## config.mk

```make
export PLATFORM = sky130hd
export DESIGN_NAME = rx_frame_assembler
export DESIGN_NICKNAME = d
export VERILOG_FILES = /design/src/rtl/rx_frame_assembler.sv
export SDC_FILE = /design/constraint.sdc
export NUM_CORES = 1
export LEC_CHECK = 0
export BUFFER_PORTS_ARGS = -buffer_cell sky130_fd_sc_hd__buf_2
export CAP_MARGIN = 30
export CORE_MARGIN = 10
export CORE_UTILIZATION = 57
export DETAILED_ROUTE_END_ITERATION = 10
export PLACE_DENSITY = 0.82
export SLEW_MARGIN = 10
export SYNTH_ARGS = -nofsm -noshare
export SYNTH_HDL_FRONTEND = slang
export SYNTH_SLANG_ARGS = --single-unit
```

## constraint.sdc

```tcl
create_clock -name clk -period 2.2 [get_ports clk]
set_clock_uncertainty 0.2 [all_clocks]
set_input_delay 0.22 -clock clk [delete_from_list [all_inputs] [get_ports clk]]
set_output_delay 0.22 -clock clk [all_outputs]
set_load 0.01 [all_outputs]
```

## src/rtl/rx_frame_assembler.sv

```systemverilog
// Serial receive front-end: recovers one start/data/stop framed word from rx_in
// and hands it to decode_logic through a valid/ack buffer.
module rx_frame_assembler #(
   parameter int unsigned FRAME_W = 55,
   parameter int unsigned CNT_W   = 6
) (
   input  logic               clk,
   input  logic               rst_n,
   input  logic               rx_in,
   input  logic               bit_tick,
   input  logic               rx_ack,
   output logic [FRAME_W-1:0] RX_Data,
   output logic               rx_valid,
   output logic               framing_err,
   output logic               overrun,
   output logic               busy
);

   typedef enum logic [1:0] {
      IDLE = 2'd0,
      DATA = 2'd1,
      STOP = 2'd2
   } state_t;

   localparam logic [CNT_W-1:0] LAST_BIT = CNT_W'(FRAME_W - 1);

   state_t             state;
   logic [FRAME_W-1:0] shreg;
   logic [CNT_W-1:0]   count;

   // Receive FSM, output buffer and one-cycle status pulses.
   always_ff @(posedge clk) begin
      if (!rst_n) begin
         state       <= IDLE;
         shreg       <= '0;
         count       <= '0;
         RX_Data     <= '0;
         rx_valid    <= 1'b0;
         framing_err <= 1'b0;
         overrun     <= 1'b0;
         busy        <= 1'b0;
      end else begin
         framing_err <= 1'b0;
         overrun     <= 1'b0;

         if (rx_ack && rx_valid) begin
            rx_valid <= 1'b0;
         end

         if (bit_tick) begin
            unique case (state)
               IDLE: begin
                  if (!rx_in) begin
                     state <= DATA;
                     count <= '0;
                     busy  <= 1'b1;
                  end
               end
               DATA: begin
                  shreg <= {shreg[FRAME_W-2:0], rx_in};
                  count <= count + CNT_W'(1);
                  if (count == LAST_BIT) begin
                     state <= STOP;
                  end
               end
               STOP: begin
                  state <= IDLE;
                  busy  <= 1'b0;
                  if (rx_in) begin
                     // A same-cycle ack frees the buffer, so the new frame wins.
                     if (!rx_valid || rx_ack) begin
                        RX_Data  <= shreg;
                        rx_valid <= 1'b1;
                     end else begin
                        overrun <= 1'b1;
                     end
                  end else begin
                     framing_err <= 1'b1;
                  end
               end
               default: begin
                  state <= IDLE;
                  busy  <= 1'b0;
               end
            endcase
         end
      end
   end

endmodule

```

# Yosys cells after proc, flatten, opt, wreduce, memory -nomap -nowiden
# Cells that the tools add are included.
# totals
register_bits,122
input_bits,5
output_inout_bits,59
elab_cells,41
# classes
mux,14
reduce_logical,12
n_bitwise,1
addsub,1
eq_ne,5
# op_table
cell,n
case mux 6 bit (2 select lines),1
AND reduction 3 bit,4
2-to-1 mux 1 bit,8
AND reduction 4 bit,2
adder 6 x 1 -> 6 bit (second input constant),1
equality test 6 bit (second input constant),1
2-to-1 mux 6 bit,1
2-to-1 mux 2 bit,2
inequality test 2 bit (second input constant),2
case mux 2 bit (2 select lines),1
equality test 2 x 1 -> 1 bit (second input constant),1
equality test 2 bit (second input constant),1
logical NOT 2 bit,1
case mux 1 bit (2 select lines),1
AND reduction 2 bit,1
nonzero test 2 bit,1
logical AND 1 bit,1
logical NOT 1 bit,1
logical OR 1 bit,1
NOT 1 bit,1

# Logic depth before layout (Yosys ltp)
# Gate-level depths: netlist of the first run.
# logic_depth
word_depth,6
mapped_depth,6
depth_no_buf,5

# Worst setup path before layout of the first run
# No wires, ideal clock.
# synth_timing
path_kind,reg-to-reg
start,register count[0]
end,register count[1]
slack_ns,0.650
t_arrival_ns,1.274
path_stages_with_launch,5
required_time_ns,1.924
n_path_buf,0
period_less_slack_ns,1.550
setup_ns,0.076
path_cell_list,dfxtp_1 > inv_1 > ha_1 > or4_1 > a21boi_0
# synth_between
elab_chain_len,2
# synth_lines
element,line,rtl
from (decl),29,logic [CNT_W-1:0] count;
from (signal assigned),61,count <= count + CNT_W'(1);
adder 6 x 1 -> 6 bit,61,
case mux 6 bit (2 select lines),51,unique case (state)
# Every way passes these cells.
# A chain may end at the register's enable or synchronous reset.

# Final worst setup path of the first run
# layout_timing
start,register state[1]
end,register RX_Data[35]
# layout_between
elab_chain_len,2
# layout_lines
element,line,rtl
from (decl),27,state_t state;
from (signal assigned),34,state <= IDLE;
from (signal assigned),54,state <= DATA;
from (signal assigned),63,state <= STOP;
equality test 2 bit,51,
AND reduction 4 bit (no source line),n/a,
to (signal assigned),72,RX_Data <= shreg;
to (decl),12,"output logic [FRAME_W-1:0] RX_Data,"
# Every way passes these cells.

==> metrics, run 1 <==
outcome=complete, no violations; Setup crit end kind=flop; post-layout utilization of the core=between 60% and 70%; Final #Nets=approximately 600; # IOs=64; CP max-delay cell=dfxtp_1; Netlist cell types=33; Synth Warn #=0; post-synth net total=561; total negative setup slack=0 ns; met2 usage=25.8%; Fmax achieved=between 500 and 600 MHz; FF-to-FF setup slack=0.43 ns; Setup Viol. Count Final=0; syn_area_per_cell=8.76 um2; Max FO, Critical Path=37; GRT Total Usage=16.9%; share of synthesized registers carrying an async set or reset=0%; Avg WL per Cell=15.0 um; vias=4,031; Leak=0.00212 uW; Slowest Stage Delay on Critical Path=0.50 ns; DP Cell Count=680; Layout Area Growth over Synthesis=19.0%; H-tree depth=4; grt met1 use=between 20% and 30%; final hold violation count=0; critical path's top delay family=flip-flops; gr ovfl total=0; clk_lat worst skew=roughly 0.52 ns; Max Cap Viol=0; Syn Inst Count=554; vias in the first global route=3,862; Power Density=882 nW/um2; Hold Crit Class=input port to flop; worst path cell trace=and4b_2 -> buf_4 -> nand3_1 -> a21boi_1; CTS Sinks=122; DIE AREA=12,600 um2; critical path arrival=2.01 ns; Die W=112 um; Iteration-0 DRC Markers=210; clock buffer depth=2; crit path kind=flop to flop; top cell type by total area after synthesis=dfxtp_1; Reg clk slew, reported paths=0.06 ns; Die Ht=112 um; first-pass GRT wire length=between 15,000 and 20,000 um; largest net degree at the start of global routing=approximately 120; Min Clock Period, post-route=~1.8 ns; hold slack=0.0507 ns; DR pass1 iterations=4; layout cells sized above 1=17.9%; DP Wirelength=6290 um; max_slew headroom=a little over three fifths; startpoint types=flop; # rows=33; top post-synthesis cells by area=dfxtp_1 50%, a21boi_0 11%, nand2_1 8.7%; CTS tree=yes; final WL=10,700 um; Tcrit/Tclk final=between 80% and 90%; RSZ-0062 raised after global routing=no; worst slew pin tran=0.557 ns; synth cell count leaders=122 x dfxtp_1, 113 x nand2_1, 72 x a21boi_0; Placement Cell Area=5160 um2; Via density=5.65; register area share after synthesis=50.3%; Post-synth EDFFs=0; count leader, synth=dfxtp_1; total CTS buffers=17; gr busiest metal=met2; M3 GR Usage=6.71%; Yosys reg bits=122; Post-DRT Antenna Nets=0; Residual DRC=0; Final Slew Violations=0; Finished Cell Area=about 5800 um2; clock root buffer=clkbuf_8; Synth top area share=50.3%; fill count=between 600 and 700; initial antenna violation count=0; Initial Util=between 50% and 60%; final std cells w/o fill=between 700 and 800; Mapped Area=4850 um2; ANT cells=0; maximum vdd drop=663 uV; worst path bufs/invs=1; PortBufs=between 60 and 70; GPL Wtd Cong=0.787; Crit path required time=about 2.4 ns; Synth Flop Type=dfxtp_1; Placeable Area=slightly above 8000 um2
==> routing by layer <==
metal / vias to the layer above / share of wire [%]
met3: 14 / 6.6
met2: 102 / 46
met5: - / 0
li1: 1992 / -
met1: 1923 / 45
met4: 0 / 1.5
==> cell type report <==
type / instances / area [um2] / share of cell area (%)
clock inverter: 13 / 150 / 2.60
sequential: 122 / 2440 / 42.3
tap: 105 / 131 / 2.27
inverter: 4 / 15.0 / 0.260
multi-input combinational: 377 / 2140 / 37.1
timing repair buffer: 74 / 453 / 7.84
clock buffer: 19 / 442 / 7.65
==> worst reg2reg max path: stages, from the launching register on <==
cell and delay, ns:
dfxtp_1 0.50, and4b_2 0.28, buf_4 0.36, nand3_1 0.19, a21boi_1 0.17
==> cells by family (layout without fill, tap and decap cells) <==
logic type      count (synthesis)  in the layout  synth area share [%]
fa+ha+maj                       2              2                 0.515
simple gates                  194            194                  18.3
mux                             2              2                 0.412
buf+inv                        55            110                  5.80
compound gates                179            179                  24.7
flops                         122            122                  50.3
==> through the flow <==
step                      worst slack [ns]  total power [uW]
after detailed placement             0.497              2410
after CTS                            0.450              5120
after global placement               0.570              2400
final                                0.433              5100
after floorplan                      0.650              2370
after global routing                 0.283              5250
==> cells in the final DEF (no fill, tap or decap), drive strengths merged, types with 3 or more instances in the layout <==
master,count
nand2,113
inv,4
clkinvlp,4
dfxtp,122
nand3b,3
clkbuf,19
o21ai,58
nand3,59
bufinv,3
a21boi,113
or4,4
buf,72
nor2b,3
clkinv,6
==> path summary, 6_finish.rpt <==
check / startpoint / endpoint / cells after the start
max: state[1] / RX_Data[35] / 4
min: rst_n / shreg[31] / 3
max reg2reg: state[1] / RX_Data[35] / 4
min reg2reg: RX_Data[46] / RX_Data[46] / 2
==> where the power goes <==
| part | internal [uW] | switching [uW] |
|---|---|---|
| clock network | 1770 | 963 |
| registers | 2220 | 6.93 |
| logic | 55.1 | 85.0 |
| total | 4040 | 1060 |
==> registers in the layout, indices dropped and copies added (netlist names) <==
signal,cells
overrun,1
shreg,55
rx_valid,1
count,6
state,2
RX_Data,55
busy,1
framing_err,1
==> timing repair <==
| action | in CTS | in global routing |
|---|---|---|
| resized for setup | 0 | 0 |
| buffers inserted | 0 | 0 |
| hold buffers | 2 | 0 |
| hold endpoints to repair | 10 | 0 |
(Power assumes the default switching activity.)
==> run 2, diff against run 1 <==
Settings changed: CORE_UTILIZATION 57 to 51, PLACE_DENSITY 0.82 to 0.78.
Clock period 2.2 ns to 1.5 ns, I/O delays scaled along.
==> run 2 against run 1 <==
The run now ends with setup timing left. Total power up 56%. Via count up 3.5%. Final cell count up 5.0%. Clock-buffer cell count up 1. Die area up 9.6%. Critical path type unchanged. Largest cell class unchanged. Highest routed layer unchanged.
==> metrics, run 2 (synthesis results as in run 1) <==
initial antenna violation count=0; final worst slack=-0.0812 ns; PortBufs=63; GRT Total Usage=roughly 16%; gr ovfl total=0; Residual DRC=0; DIE AREA=roughly 14,000 um2; ANT cells=0; Die Ht=between 100 and 150 um; largest net degree at the start of global routing=around 110; Setup crit end kind=flop; # IOs=between 60 and 70; clk_lat worst skew=0.52 ns; Hold Crit Class=input port to flop; GPL Wtd Cong=0.761; hold slack=0.0172 ns; most common cell after layout, fill and taps aside=dfxtp_1; critical path arrival=1.81 ns; Tot Pwr=7950 uW; vias=approximately 4,200; Iteration-0 DRC Markers=311; final WL=12,200 um; crit path kind=flop to flop; maximum vdd drop=roughly 770 uV; Final Slew Violations=0; Avg WL per Cell=16.3 um; worst slew pin tran=0.521 ns; vias in the first global route=roughly 4,000; startpoint types=flop; Final #Nets=615; # rows=35; Reg clk slew, reported paths=0.06 ns; failing checks=setup timing; Setup Viol. Count Final=1; Crit path required time=~1.7 ns; Leak=0.00227 uW; H-tree depth=4; clock buffer depth=2; Power Density=1300 nW/um2; Min Clock Period, post-route=1.58 ns; most frequent cells in the layout=118 x dfxtp_1, 113 x nand2_1, 63 x buf_2; Fmax achieved=632 MHz; Via density=5.56; final hold violation count=0; Post-DRT Antenna Nets=0; outcome=complete, but fails checks; clock root buffer=clkbuf_8; CTS tree=yes; Placeable Area=9240 um2; Die W=118 um; DP Wirelength=6710 um; largest registers in the final layout=RX_Data (55), shreg (55), count (6); first-pass GRT wire length=roughly 19,000 um; Layout Area Growth over Synthesis=26.4%; pre-CTS setup slack=-0.0660 ns; total CTS buffers=17; Initial Util=52.5%; Tcrit/Tclk final=105%; Max Cap Viol=0; CTS Sinks=122; Max FO, Critical Path=27; DR pass1 iterations=5; max_slew headroom=65.2%; RSZ-0062 raised after global routing=yes; layout cells sized above 1=21.4%
run 2: cell types whose count changed in the layout (fill, tap and decap cells not counted), sizes merged:
cell	change
clkinvlp	-2
clkinv	-1
dlygate4sd3	+1
bufinv	+2
buf	+8
clkbuf	+4
run 2: path summary, 6_finish.rpt:
path | start | endpoint | slack, ns | cells after the start
worst min register to register | RX_Data[31] | RX_Data[31] | 0.27 | 2
worst max-delay path | state[0] | RX_Data[11] | -0.08 | 4
worst max register to register | state[0] | RX_Data[11] | -0.08 | 4
worst min-delay path | rx_ack | RX_Data[18] | 0.02 | 5
run 2: stage by stage:
step                instance area, um2  instances  setup TNS (ns)  utilization [%]
CTS                               6010        745        -0.00699             65.1
detailed placement                5280        709          -0.695             57.2
global route                      6140        750          -0.817             66.4
finish                            6140        750         -0.0812             66.4
floorplan                         4860        554               0                -
global placement                  5280        709         -0.0148             57.2
run 2: where the power goes:
group	switching [uW]	internal [uW]
sequential	9.61	3250
combinational	144	111
clock	1450	2990
total	1600	6340
run 2: area by class of cell:
class | instances | area, um2
Clock buffer | 20 | 455
Timing Repair Buffer | 86 | 672
Inverter | 4 | 15.0
Clock inverter | 12 | 194
Multi-Input combinational cell | 377 | 2180
Fill cell | 736 | 3100
Sequential cell | 122 | 2460
Tap cell | 129 | 161
run 2: critical path, cell delays in order, from the launching register on:
cell and delay (ns):
dfxtp_4 0.37, and4b_2 0.38, buf_12 0.20, nand3_1 0.12, a21boi_0 0.22
run 2: metal layers:
metal / vias up / share of wire (%) / GRT usage [%]
met5: - / 0 / 0
met4: 0 / 0.93 / 4.79
met3: 12 / 7.2 / 6.19
met2: 141 / 48 / 26.2
met1: 1998 / 44 / 20.0
li1: 2021 / - / -
run 2: what timing repair did:
| item | in CTS | in global routing |
|---|---|---|
| gates resized for setup | 12 | 59 |
| hold buffers | 3 | 0 |
| buffers inserted | 1 | 2 |
| cloned | 0 | 3 |
| endpoints found under the setup margin | 43 | 62 |
| hold endpoints to repair | 102 | 0 |
| pin swaps | 3 | 4 |
